[src/rtl/pb_pkg.sv]
// Shared constants, types and helpers for the pushbutton mode-select front end.
package pb_pkg;

    localparam int MODE_TOGGLE         = 0;
    localparam int MODE_COUNT          = 1;
    localparam int DEBOUNCE_SIM        = 4;
    localparam int DEBOUNCE_50MHZ_10MS = 500000;

    typedef enum logic [1:0] {
        STEP_HOLD,
        STEP_UP,
        STEP_DOWN
    } step_e;

    // Toggle style needs one bit per button; counter style needs enough bits for NUM_MODES.
    function automatic int calc_mode_w(input int num_pb, input int style, input int num_modes);
        if (style == MODE_TOGGLE) begin
            return num_pb;
        end
        return (num_modes <= 2) ? 1 : $clog2(num_modes);
    endfunction

endpackage

[src/rtl/pb_mode_select_if.sv]
// Pin and mode-word bundle between the board pushbuttons and the mode select block.
interface pb_mode_select_if #(
    parameter int NUM_PB = 2,
    parameter int MODE_W = 2
);
    logic [NUM_PB-1:0] PB;
    logic [MODE_W-1:0] mode;
    logic [NUM_PB-1:0] press;
    logic [NUM_PB-1:0] pb_level;
    logic              mode_changed;

    modport master (
        output PB,
        input  mode,
        input  press,
        input  pb_level,
        input  mode_changed
    );

    modport slave (
        input  PB,
        output mode,
        output press,
        output pb_level,
        output mode_changed
    );

endinterface

[src/rtl/pb_debounce.sv]
// One pushbutton: 2-flop synchroniser, polarity normalisation, counter debounce
// and a registered press pulse aligned with the debounced level rise.
module pb_debounce #(
    parameter int PB_ACTIVE_LOW   = 1,
    parameter int DEBOUNCE_CYCLES = 4
) (
    input  logic clk,
    input  logic rst,
    input  logic i_pb,
    output logic o_level,
    output logic o_press
);

    localparam int             CW           = $clog2(DEBOUNCE_CYCLES);
    localparam logic [CW-1:0]  CNT_LAST     = CW'(DEBOUNCE_CYCLES - 1);
    localparam logic           RELEASED_PIN = (PB_ACTIVE_LOW != 0);

    logic          r_sync1;
    logic          r_sync2;
    logic [1:0]    r_warm;
    logic [CW-1:0] r_cnt;
    logic          r_lvl;
    logic          r_level;
    logic          r_press;
    logic          w_synced;
    logic          w_accept;

    assign w_synced = r_sync2 ^ RELEASED_PIN;
    assign w_accept = r_warm[1] && (w_synced != r_lvl) && (r_cnt == CNT_LAST);

    // r_lvl restarts as "pressed" so a button held through reset must first be
    // seen released before it can produce a press; o_level still reads 0 until then.
    // r_warm keeps the reset contents of the synchroniser out of the count.
    always_ff @(posedge clk) begin
        if (rst) begin
            r_sync1 <= RELEASED_PIN;
            r_sync2 <= RELEASED_PIN;
            r_warm  <= 2'b00;
            r_cnt   <= '0;
            r_lvl   <= 1'b1;
            r_level <= 1'b0;
            r_press <= 1'b0;
        end else begin
            r_sync1 <= i_pb;
            r_sync2 <= r_sync1;
            r_warm  <= {r_warm[0], 1'b1};
            r_press <= w_accept & w_synced;
            if (!r_warm[1] || (w_synced == r_lvl)) begin
                r_cnt <= '0;
            end else if (r_cnt == CNT_LAST) begin
                r_cnt   <= '0;
                r_lvl   <= w_synced;
                r_level <= w_synced;
            end else begin
                r_cnt <= r_cnt + CW'(1);
            end
        end
    end

    assign o_level = r_level;
    assign o_press = r_press;

endmodule

[src/rtl/pb_mode_select.sv]
// Pushbutton front end: per-button debounce plus a registered mode word updated
// either by per-button toggles or by an up/down wrapping counter.
module pb_mode_select
    import pb_pkg::*;
#(
    parameter int NUM_PB          = 2,
    parameter int PB_ACTIVE_LOW   = 1,
    parameter int DEBOUNCE_CYCLES = DEBOUNCE_50MHZ_10MS,
    parameter int MODE_STYLE      = MODE_TOGGLE,
    parameter int NUM_MODES       = 3,
    parameter int INIT_MODE       = 0
) (
    input  logic             clk,
    input  logic             rst,
    pb_mode_select_if.slave  bus
);

    localparam int MODE_W = calc_mode_w(NUM_PB, MODE_STYLE, NUM_MODES);
    localparam logic [MODE_W-1:0] INIT_VAL =
        ((MODE_STYLE == MODE_COUNT) && (INIT_MODE >= NUM_MODES)) ? '0 : MODE_W'(INIT_MODE);

    logic [NUM_PB-1:0] w_level;
    logic [NUM_PB-1:0] w_press;
    logic [MODE_W-1:0] w_modeNext;
    logic [MODE_W-1:0] r_mode;
    logic [MODE_W-1:0] r_modePrev;
    logic              r_modeChanged;

    for (genvar g = 0; g < NUM_PB; g++) begin : g_pb
        pb_debounce #(
            .PB_ACTIVE_LOW  (PB_ACTIVE_LOW),
            .DEBOUNCE_CYCLES(DEBOUNCE_CYCLES)
        ) u_debounce (
            .clk    (clk),
            .rst    (rst),
            .i_pb   (bus.PB[g]),
            .o_level(w_level[g]),
            .o_press(w_press[g])
        );
    end

    if (MODE_STYLE == MODE_COUNT) begin : g_count
        localparam logic [MODE_W-1:0] MAX_MODE = MODE_W'(NUM_MODES - 1);
        step_e w_step;

        // Button 0 steps up, button 1 steps down; both at once cancel out.
        always_comb begin
            w_step     = STEP_HOLD;
            w_modeNext = r_mode;
            if (w_press[0] && !w_press[1]) begin
                w_step = STEP_UP;
            end else if (w_press[1] && !w_press[0]) begin
                w_step = STEP_DOWN;
            end
            case (w_step)
                STEP_UP:   w_modeNext = (r_mode == MAX_MODE) ? '0 : r_mode + MODE_W'(1);
                STEP_DOWN: w_modeNext = (r_mode == '0) ? MAX_MODE : r_mode - MODE_W'(1);
                default:   w_modeNext = r_mode;
            endcase
        end
    end else begin : g_toggle
        always_comb begin
            w_modeNext = r_mode ^ w_press;
        end
    end

    // mode_changed compares the last two mode values, so it trails the update by one clock.
    always_ff @(posedge clk) begin
        if (rst) begin
            r_mode        <= INIT_VAL;
            r_modePrev    <= INIT_VAL;
            r_modeChanged <= 1'b0;
        end else begin
            r_mode        <= w_modeNext;
            r_modePrev    <= r_mode;
            r_modeChanged <= (r_mode != r_modePrev);
        end
    end

    assign bus.mode         = r_mode;
    assign bus.press        = w_press;
    assign bus.pb_level     = w_level;
    assign bus.mode_changed = r_modeChanged;

endmodule
[src/flat_wrapper.sv]
// flat-port wrapper written by rule: the top's interface ports become plain ports
module pb_mode_select_flat import pb_pkg::*;
#(
    parameter int NUM_PB          = 2,
    parameter int PB_ACTIVE_LOW   = 1,
    parameter int DEBOUNCE_CYCLES = DEBOUNCE_50MHZ_10MS,
    parameter int MODE_STYLE      = MODE_TOGGLE,
    parameter int NUM_MODES       = 3,
    parameter int INIT_MODE       = 0
)
  (clk, rst, bus_PB, bus_mode, bus_press, bus_pb_level, bus_mode_changed);
  pb_mode_select_if #(.NUM_PB(NUM_PB)) bus_i ();
  input  logic clk;
  input  logic rst;
  input wire logic [$bits(bus_i.PB)-1:0] bus_PB;
  output wire logic [$bits(bus_i.mode)-1:0] bus_mode;
  output wire logic [$bits(bus_i.press)-1:0] bus_press;
  output wire logic [$bits(bus_i.pb_level)-1:0] bus_pb_level;
  output wire logic [$bits(bus_i.mode_changed)-1:0] bus_mode_changed;
  assign bus_i.PB = bus_PB;
  assign bus_mode = bus_i.mode;
  assign bus_press = bus_i.press;
  assign bus_pb_level = bus_i.pb_level;
  assign bus_mode_changed = bus_i.mode_changed;
  pb_mode_select #(.NUM_PB(NUM_PB), .PB_ACTIVE_LOW(PB_ACTIVE_LOW), .DEBOUNCE_CYCLES(DEBOUNCE_CYCLES), .MODE_STYLE(MODE_STYLE), .NUM_MODES(NUM_MODES), .INIT_MODE(INIT_MODE)) u_core (.clk(clk), .rst(rst), .bus(bus_i));
endmodule
[config.mk]
export PLATFORM = sky130hd
export DESIGN_NAME = pb_mode_select_flat
export DESIGN_NICKNAME = d
export VERILOG_FILES = /design/src/rtl/pb_pkg.sv /design/src/rtl/pb_mode_select_if.sv /design/src/rtl/pb_debounce.sv /design/src/rtl/pb_mode_select.sv /design/src/flat_wrapper.sv
export SDC_FILE = /design/constraint.sdc
export NUM_CORES = 1
export LEC_CHECK = 0
export ABC_CLOCK_PERIOD_IN_PS = 3700
export CAP_MARGIN = 0
export CORE_ASPECT_RATIO = 0.6
export CORE_MARGIN = 3
export CORE_UTILIZATION = 33
export DETAILED_ROUTE_END_ITERATION = 8
export SYNTH_ARGS = -nofsm -noshare
export SYNTH_HDL_FRONTEND = slang
export SYNTH_HIERARCHICAL = 1
export SYNTH_SLANG_ARGS = --single-unit
[constraint.sdc]
create_clock -name clk -period 3.7 [get_ports clk]
set_clock_uncertainty 0.15 [all_clocks]
set_input_delay 0.74 -clock clk [delete_from_list [all_inputs] [get_ports clk]]
set_output_delay 0.74 -clock clk [all_outputs]
set_load 0.01 [all_outputs]
==> flow_summary_export.csv <==
group,metric,value,unit
timing,fin_setup_tns,0,ps
grt,grt_antenna_before_repair,0,
floorplanning,boundaryPins,11,
cells_and_area,postLayoutCoreUtil,43.32,%
floorplanning,chipWidth,117.1,microns
synth,yosys_register_bits,57,
synth,synth.cell_area,2445,sq um
power,combinational_fraction_of_design_power,1.4,%
timing,grt_setup_unrepaired,"no",
cells_and_area,layout.cells.non_filler,385,
clocking,cts_hold_buffers,0,
clocking,cts_root_buf,"sky130_fd_sc_hd__clkbuf_16",
critical_path,worst-path-max-fanout,19,
clocking,cts_tree,"done",
synth,main_flop_type_after_synthesis,"sky130_fd_sc_hd__dfxtp_1",
critical_path,critical_path_required,3730,ps
power,cellPowerDensity,542.2,nW/um^2
clocking,cts_resized,0,
floorplanning,floorplan.initialDensity,35.25,%
power,switching_share,17.67,%
timing,whs,261.2,ps
clocking,cts-root-to-sink-buffers,2,
power,p_int,0.001341,W
cells_and_area,area_growth,22.88,%
critical_path,r2r-start,"u_core/g_pb[0].u_debounce/r_cnt[0]",
floorplanning,floorplan.core_area,6935,sq um
grt,grt_first_pass_wirelength,8.135,mm
grt,global_route_congestion_overflow_total,0,
critical_path,endpoint,"u_core/g_pb[0].u_debounce/r_cnt[10]",
critical_path,critical_path.startpoint_type,"register",
floorplanning,die_h,72.67,microns
synth,synth_cell_type_count,28,
timing,period_share,63.77,%
synth,synth_nets,268,
route,vias,1857,
outcome,outcome,"finished, final reports clean",
grt,groute.usage.overall,12.41,%
route,routedWlPerCell,12.53,microns
critical_path,worst_ep_arrival_time,2390,ps
floorplanning,design.die.area,8511,sq um
route,detail_route.drc_violations,0,
cells_and_area,layout_commonest_cell,"sky130_fd_sc_hd__dfxtp_1",
synth,syn_inst,262,
timing,relative_slew_slack,62.62,%
clocking,numClockSinks,57,
synth,async_flop_share,0,%
timing,period_needed,2360,ps
power,total_leakage_power,0.9202,nW
route,drt_first_iter_violations,119,
grt,via_count_of_the_first_global_routing_pass,1627,
place,detailed_place_hpwl,3.407,mm
critical_path,crit_path_launch,"u_core/g_pb[0].u_debounce/r_cnt[0]",
critical_path,setup.worst_path.end_class,"register",
cells_and_area,ant_diodes,0,
synth,number_of_warnings_reported_in_the_yosys_synthesis_log,6,
route,total_detailed_routing_wirelength,4.824,mm
place,dp.cells,369,
grt,grt_max_degree,20,
critical_path,critical_path_class,"reg2reg",
floorplanning,num_rows,23,
clocking,cts.clk_slew.worst_paths,50,ps
cells_and_area,layout-drive-gt1-share,10.88,%
place,total_of_buffers_placed_on_input_and_output_ports,10,
hold_path,hold_path_class,"reg2reg",
power,p_clk_share,60.3,%
power,share_seq_of_total_power,38.3,%
route,detail_route.vias_per_cell,4.823,
cells_and_area,nets,286,
synth,yosysSeqAreaShare,46.67,%
place,gp_congestion,0.8262,
power,ir_drop,223.7,uV
cells_and_area,final_cell_mix,"sky130_fd_sc_hd__dfxtp_1 (57), sky130_fd_sc_hd__nor2_1 (46), sky130_fd_sc_hd__xnor2_1 (24)",
timing,worst-slew-pin-transition,558.0,ps
critical_path,r2r_cells,5,
route,drt_pre_antenna_iters,4,
critical_path,rr_endpoint,"u_core/g_pb[0].u_debounce/r_cnt[10]",
clocking,clock_tree.htree_level_count,3,
clocking,tritoncts.num_buffers,9,
timing,slew_violations,0,
timing,max_freq,0.4238,GHz
timing,finalHoldViolCount,0,
route,detail-route-antenna-nets,0,
synth,synthesis.area_per_instance,9.331,sq um
clocking,post-cts-setup-buffers,0,
clocking,worst_skew_pair.late_latency,320,ps
job,maxCapViolCount,0,
timing,finalSetupViolations,0,
synth,synth_enable_flop_cells,0,
critical_path,timing.reg2reg.setup_slack,1340,ps
power,power.switching,0.0002878,W
[layout make-up]
cell class                      count  area, sq um
Fill cell                         669         3931
Multi-Input combinational cell    191         1229
Tap cell                          100        125.1
Sequential cell                    57         1141
Clock inverter                      4        97.59
Clock buffer                       12        266.5
Inverter                           10        37.54
Timing Repair Buffer               11        107.6
[per-layer routing]
metal  vias up  track usage [%]  wire [microns]
met3         5            4.474             222
li1        951                -               -
met2        37            14.43            1779
met4         0            4.962              49
met1       864            19.64            2773
met5         -                0               0
[sequential cells by signal, indices dropped and copies added (netlist names)]
name and flops:
u_core/bus.mode 2, u_core/bus.mode_changed 1, u_core/g_pb.u_debounce/o_level 2, u_core/g_pb.u_debounce/o_press 2, u_core/g_pb.u_debounce/r_cnt 38, u_core/g_pb.u_debounce/r_lvl 2
u_core/g_pb.u_debounce/r_sync1 2, u_core/g_pb.u_debounce/r_sync2 2, u_core/g_pb.u_debounce/r_warm 4, u_core/r_modePrev 2
[cell families (layout without fill, tap and decap cells)]
family	after synthesis	in the layout	synth area share [%]
AND/OR/NAND/NOR	138	138	31.01
flip-flops	57	57	46.67
XOR/XNOR	36	36	12.90
buffers and inverters	14	37	3.071
AO/OA/AOI/OAI	11	11	3.582
multiplexers	4	4	1.740
adder cells (fa/ha/maj)	2	2	1.023
[Yosys cell counts, types with 4 or more instances]
| cell type | number | area share, % |
|---|---|---|
| sky130_fd_sc_hd__nor2b_1 | 8 | 2.0 |
| sky130_fd_sc_hd__o21ai_0 | 4 | 0.82 |
| sky130_fd_sc_hd__nor3_1 | 6 | 1.2 |
| sky130_fd_sc_hd__inv_1 | 10 | 1.5 |
| sky130_fd_sc_hd__or2_2 | 4 | 1.0 |
| sky130_fd_sc_hd__xor2_1 | 12 | 4.3 |
| sky130_fd_sc_hd__nand2_1 | 10 | 1.5 |
| sky130_fd_sc_hd__nor2_1 | 46 | 7.1 |
| sky130_fd_sc_hd__or4_1 | 6 | 1.8 |
| sky130_fd_sc_hd__a21oi_1 | 5 | 1.0 |
| sky130_fd_sc_hd__dfxtp_1 | 57 | 47 |
| sky130_fd_sc_hd__nand3_1 | 16 | 3.3 |
| sky130_fd_sc_hd__nor4_1 | 12 | 3.1 |
| sky130_fd_sc_hd__nand4_1 | 12 | 3.1 |
| sky130_fd_sc_hd__or3_1 | 6 | 1.5 |
| sky130_fd_sc_hd__xnor2_1 | 24 | 8.6 |
[critical path, cell delays in order (launching register included)]
cell and delay (ps):
sky130_fd_sc_hd__dfxtp_1 430, sky130_fd_sc_hd__ha_1 380, sky130_fd_sc_hd__nand2_1 90, sky130_fd_sc_hd__or4_4 560, sky130_fd_sc_hd__o211ai_4 480, sky130_fd_sc_hd__nor2_1 120
[stage by stage]
| step | setup WS (ps) | instance area [sq um] | power [W] |
|---|---|---|---|
| after global placement | 1361 | 2640 | 0.0006600 |
| after CTS | 1310 | 3004 | 0.001653 |
| after floorplan | 1494 | 2445 | 0.0006517 |
| final | 1340 | 3004 | 0.001629 |
| after global routing | 1178 | 3004 | 0.001683 |
| after detailed placement | 1322 | 2640 | 0.0006601 |
[power by group through the flow]
stage	Sequential (W)	Combinational, W	Clock (W)
3_5_place_dp	0.000636	0.0000239	0
4_1_cts	0.000624	0.0000241	0.00101
3_3_place_gp	0.000636	0.0000237	0
6_report	0.000624	0.0000236	0.000981
2_1_floorplan	0.000635	0.0000166	0
5_1_grt	0.000624	0.0000272	0.00103
[worst min path at each step]
stage                                                 start                           endpoint  slack [ps]  cells after the start
after floorplan           u_core/g_pb[0].u_debounce/r_sync1  u_core/g_pb[0].u_debounce/r_sync2         240                      1
after CTS                 u_core/g_pb[0].u_debounce/r_sync1  u_core/g_pb[0].u_debounce/r_sync2         270                      1
after global routing      u_core/g_pb[0].u_debounce/r_sync1  u_core/g_pb[0].u_debounce/r_sync2         290                      1
after global placement    u_core/g_pb[0].u_debounce/r_sync1  u_core/g_pb[0].u_debounce/r_sync2         250                      1
final                     u_core/g_pb[0].u_debounce/r_sync1  u_core/g_pb[0].u_debounce/r_sync2         260                      1
after detailed placement  u_core/g_pb[0].u_debounce/r_sync1  u_core/g_pb[0].u_debounce/r_sync2         250                      1
(Power assumes the default switching activity.)
==> RTL change 1: new RTL, config.mk and constraints unchanged <==
Reset style: asynchronous (`rst`), changed in 2 clocked blocks.
--- a/src/rtl/pb_debounce.sv
+++ b/src/rtl/pb_debounce.sv
@@ -33,3 +33,3 @@
     // r_warm keeps the reset contents of the synchroniser out of the count.
-    always_ff @(posedge clk) begin
+    always_ff @(posedge clk or posedge rst) begin
         if (rst) begin
--- a/src/rtl/pb_mode_select.sv
+++ b/src/rtl/pb_mode_select.sv
@@ -67,3 +67,3 @@
     // mode_changed compares the last two mode values, so it trails the update by one clock.
-    always_ff @(posedge clk) begin
+    always_ff @(posedge clk or posedge rst) begin
         if (rst) begin
Function: no difference found for any inputs over 10 cycles, from zero or initial values and one cycle with rst high; that may be too few to reach the edited logic, so the function may still have changed.
==> RTL change 1 against the original RTL <==
- critical path depth fell by 4
- count of clock-buffer cells in the layout increased by 3
- cell area grew 7.2%
- setup slack better by 0.16 ns
- sequential cell count unchanged
- synthesized area up 9.8%
- total power down 4.9%
- routed wire length rose by 2.5%
- critical path type is now reg2out
- highest routed layer unchanged
- critical endpoint is now bus_mode[0]
==> RTL change 1: results (changes against the original RTL) <==
Non-clock inverter count in the final layout: 15 (+5)
Total vias in the final route: 1693 (-8.8%)
Met1 WL: 2830 um (+1.9%)
Length of routed met3 wiring: 203 um (-8.6%)
Syn avg cell area: 11.3 sq um (+21%)
Clock buffer count in the final layout: 15 (+3)
Transition at the pin with the smallest max-transition slack: 0.983 ns (+0.425 ns)
Pin count of the biggest net entering global routing: 27 (+35%)
Total Routed Length: 4950 um (+2.5%)
Area share of xor/xnor cells in the synthesized design: 11.1% (-1.8 points)
Reported leakage power: 1.32 nW (+44%)
Inst Count DP: 349 (-5.4%)
Number of distinct library cells after synthesis: 32 (+14%)
Count of multi-input combinational gates: 163 (-15%)
Number of nets in the final layout: 262 (-8.4%)
Status: finished, final reports clean
Syn nets: 243 (-9.3%)
Sequential element share of the synthesized area: 53.4% (+6.7 points)
Met2 routing resource usage after global routing: 15.3% (+0.90 points)
Global-route wire length before repair: 8570 um (+5.3%)
GRT met1 Usage: 18.4% (-1.2 points)
Layout cells sized above 1: 14.9% (+4.1 points)
Total number of sequential cells: 57 (unchanged)
Family with the most delay on the worst path: buffers and inverters
Global-route usage over all layers: 12.2% (-0.24 points)
Critical Path AT: 1.31 ns (-1.08 ns)
Register cell area after layout: 1430 sq um (+26%)
Compound-Gate Fraction of Synth Area: 4.75% (+1.2 points)
Clk pwr share: 56.9% (-3.4 points)
Initial detailed-routing violation count: 153 (+29%)
Reported net switching power: 296 uW (+2.9%)
==> RTL change 1: changes by cell type after synthesis, sizes merged, moves of 5 or more <==
| cell | before | now |
|---|---|---|
| dfrtp | 0 | 51 |
| dfstp | 0 | 6 |
| dfxtp | 57 | 0 |
| inv | 10 | 15 |
| nor2 | 46 | 34 |
| nor2b | 8 | 0 |
| o21bai | 0 | 6 |
| or3 | 8 | 0 |
==> RTL change 1: path summary, 6_finish.rpt <==
| check | startpoint | endpoint | slack, ns | cells past startpoint |
|---|---|---|---|---|
| worst max-delay path | u_core/bus.mode[0]$_DFF_PP0_ | bus_mode[0] | 1.50 | 1 |
| worst min-delay path | u_core/g_pb[1].u_debounce/r_warm[0]$_DFF_PP0_ | u_core/g_pb[1].u_debounce/r_warm[1]$_DFF_PP0_ | 0.20 | 0 |
| worst max register to register | u_core/g_pb[0].u_debounce/r_cnt[0]$_DFF_PP0_ | u_core/g_pb[0].u_debounce/r_cnt[18]$_DFF_PP0_ | 1.67 | 5 |
| worst min register to register | u_core/g_pb[1].u_debounce/r_warm[0]$_DFF_PP0_ | u_core/g_pb[1].u_debounce/r_warm[1]$_DFF_PP0_ | 0.20 | 0 |
| max in group asynchronous | rst | u_core/g_pb[1].u_debounce/r_warm[1]$_DFF_PP0_ | 1.94 | 2 |
| min in group asynchronous | rst | u_core/bus.mode_changed$_DFF_PP0_ | 0.53 | 2 |
==> RTL change 1: stage by stage <==
| stage | instance area [sq um] | power (mW) | setup slack [ns] |
|---|---|---|---|
| floorplan | 2690 | 0.669 | 1.91 |
| global placement | 2890 | 0.679 | 1.50 |
| detailed placement | 2890 | 0.679 | 1.49 |
| CTS | 3220 | 1.57 | 1.48 |
| global route | 3220 | 1.61 | 1.45 |
| finish | 3220 | 1.55 | 1.50 |
==> RTL change 2: new RTL, config.mk and constraints unchanged <==
Made on the original files. `INIT_MODE` is set to 0 in 2 places; all go to 1.
--- a/src/rtl/pb_mode_select.sv
+++ b/src/rtl/pb_mode_select.sv
@@ -10,3 +10,3 @@
     parameter int NUM_MODES       = 3,
-    parameter int INIT_MODE       = 0
+    parameter int INIT_MODE       = 1
 ) (
--- a/src/flat_wrapper.sv
+++ b/src/flat_wrapper.sv
@@ -8,3 +8,3 @@
     parameter int NUM_MODES       = 3,
-    parameter int INIT_MODE       = 0
+    parameter int INIT_MODE       = 1
 )
Check against the original RTL: not equivalent (a bounded check fails within 4 cycles, from zero or initial values and one cycle with rst high).
==> RTL change 2 against the original RTL <==
- total power is 14% lower
- maximum frequency is 0.88% lower
- routed wire length is 2.6% lower
- synthesized area is 0.10% higher
- setup slack worse by 0.021 ns
- cell area is 2.8% lower
- sequential cell count stayed put
- synthesized cell count stayed put
- highest routed layer unchanged
==> RTL change 2: results (changes against the original RTL) <==
Via count of the first global-routing pass: 1629 (+0.12%)
Number of distinct library cells after synthesis: 30 (+7.1%)
Half-perimeter wire length after placement: 3330 um (-2.1%)
Global-route wire length before repair: 7970 um (-2.0%)
Pin count of the biggest net entering global routing: 24 (+20%)
Reported leakage power: 0.874 nW (-5.1%)
Area share of xor/xnor cells in the synthesized design: 12.9% (-0.013 points)
Number of nets in the final layout: 285 (-0.35%)
Total vias in the final route: 1867 (+0.54%)
Logic depth of the worst register-to-register path: 4 (-1)
Adder-cell share of the synthesized area: 1.02% (-0.0010 points)
Initial detailed-routing violation count: 152 (+28%)
Instance area at placement: 2640 sq um (-0.19%)
Status: finished, final reports clean
Min-delay worst type: reg2reg
Area growth from synthesis to layout: 19.3%
Number of fill cells: 683 (+2.1%)
Sequential element share of the synthesized area: 46.6% (-0.048 points)
Area occupied by multi-input gates: 1230 sq um (+0.20%)
Last weighted congestion value of the routability-driven placer: 0.785 (-5.0%)
Delay of the slowest critical-path stage: 0.59 ns (+0.03 ns)
Largest cells by area after synthesis: sky130_fd_sc_hd__dfxtp_1 (47%), sky130_fd_sc_hd__xnor2_1 (8.6%), sky130_fd_sc_hd__nor2_1 (6.9%)
R2R Path End: u_core/g_pb[1].u_debounce/r_cnt[2]$_SDFF_PP0_
Internal power: 1.12 mW (-17%)
Multiplexer share of the synthesized area: 1.74% (-0.0018 points)
Timing startpoint of the critical path: u_core/g_pb[1].u_debounce/r_cnt[12]$_SDFF_PP0_
Buffers excl. clock: 10 (-1)
Clock-cell share of area: 9.73% (-2.4 points)
Layout cells sized above 1: 10.2% (-0.67 points)
Total number of sequential cells: 57 (unchanged)
Global-route usage over all layers: 12.1% (-0.32 points)
Setup slack on the worst flop-to-flop path: 1.32 ns (-0.02 ns)
Leading post-synthesis cells by instance count: sky130_fd_sc_hd__dfxtp_1 (57), sky130_fd_sc_hd__nor2_1 (45), sky130_fd_sc_hd__xnor2_1 (24)
Non-clock buffer contribution to total cell area: 3.43% (-0.15 points)
Largest vdd supply drop: 0.259 mV (+16%)
==> RTL change 2: power by group through the flow <==
stage	logic [mW]	registers [mW]	clock network (mW)
final	0.0233	0.624	0.756
after global routing	0.0265	0.624	0.805
after CTS	0.0238	0.623	0.777
after detailed placement	0.0236	0.636	0
after global placement	0.0233	0.636	0
after floorplan	0.0167	0.635	0
==> RTL change 2: stage by stage <==
stage / worst slack (ns) / std cells / hold WS (ns)
floorplan: 1.49 / 262 / 0.239
global placement: 1.13 / 368 / 0.242
detailed placement: 1.08 / 368 / 0.246
CTS: 1.31 / 384 / 0.258
global route: 1.17 / 384 / 0.276
finish: 1.32 / 384 / 0.255
==> RTL change 2: routing by layer <==
layer | GRT usage [%] | vias to the layer above | part of all wire [%]
met3 | 4.39 | 2 | 5.9
met2 | 14.7 | 41 | 37
met1 | 18.7 | 873 | 57
met4 | 4.58 | 0 | 0.64
li1 | - | 951 | -
met5 | 0 | - | 0
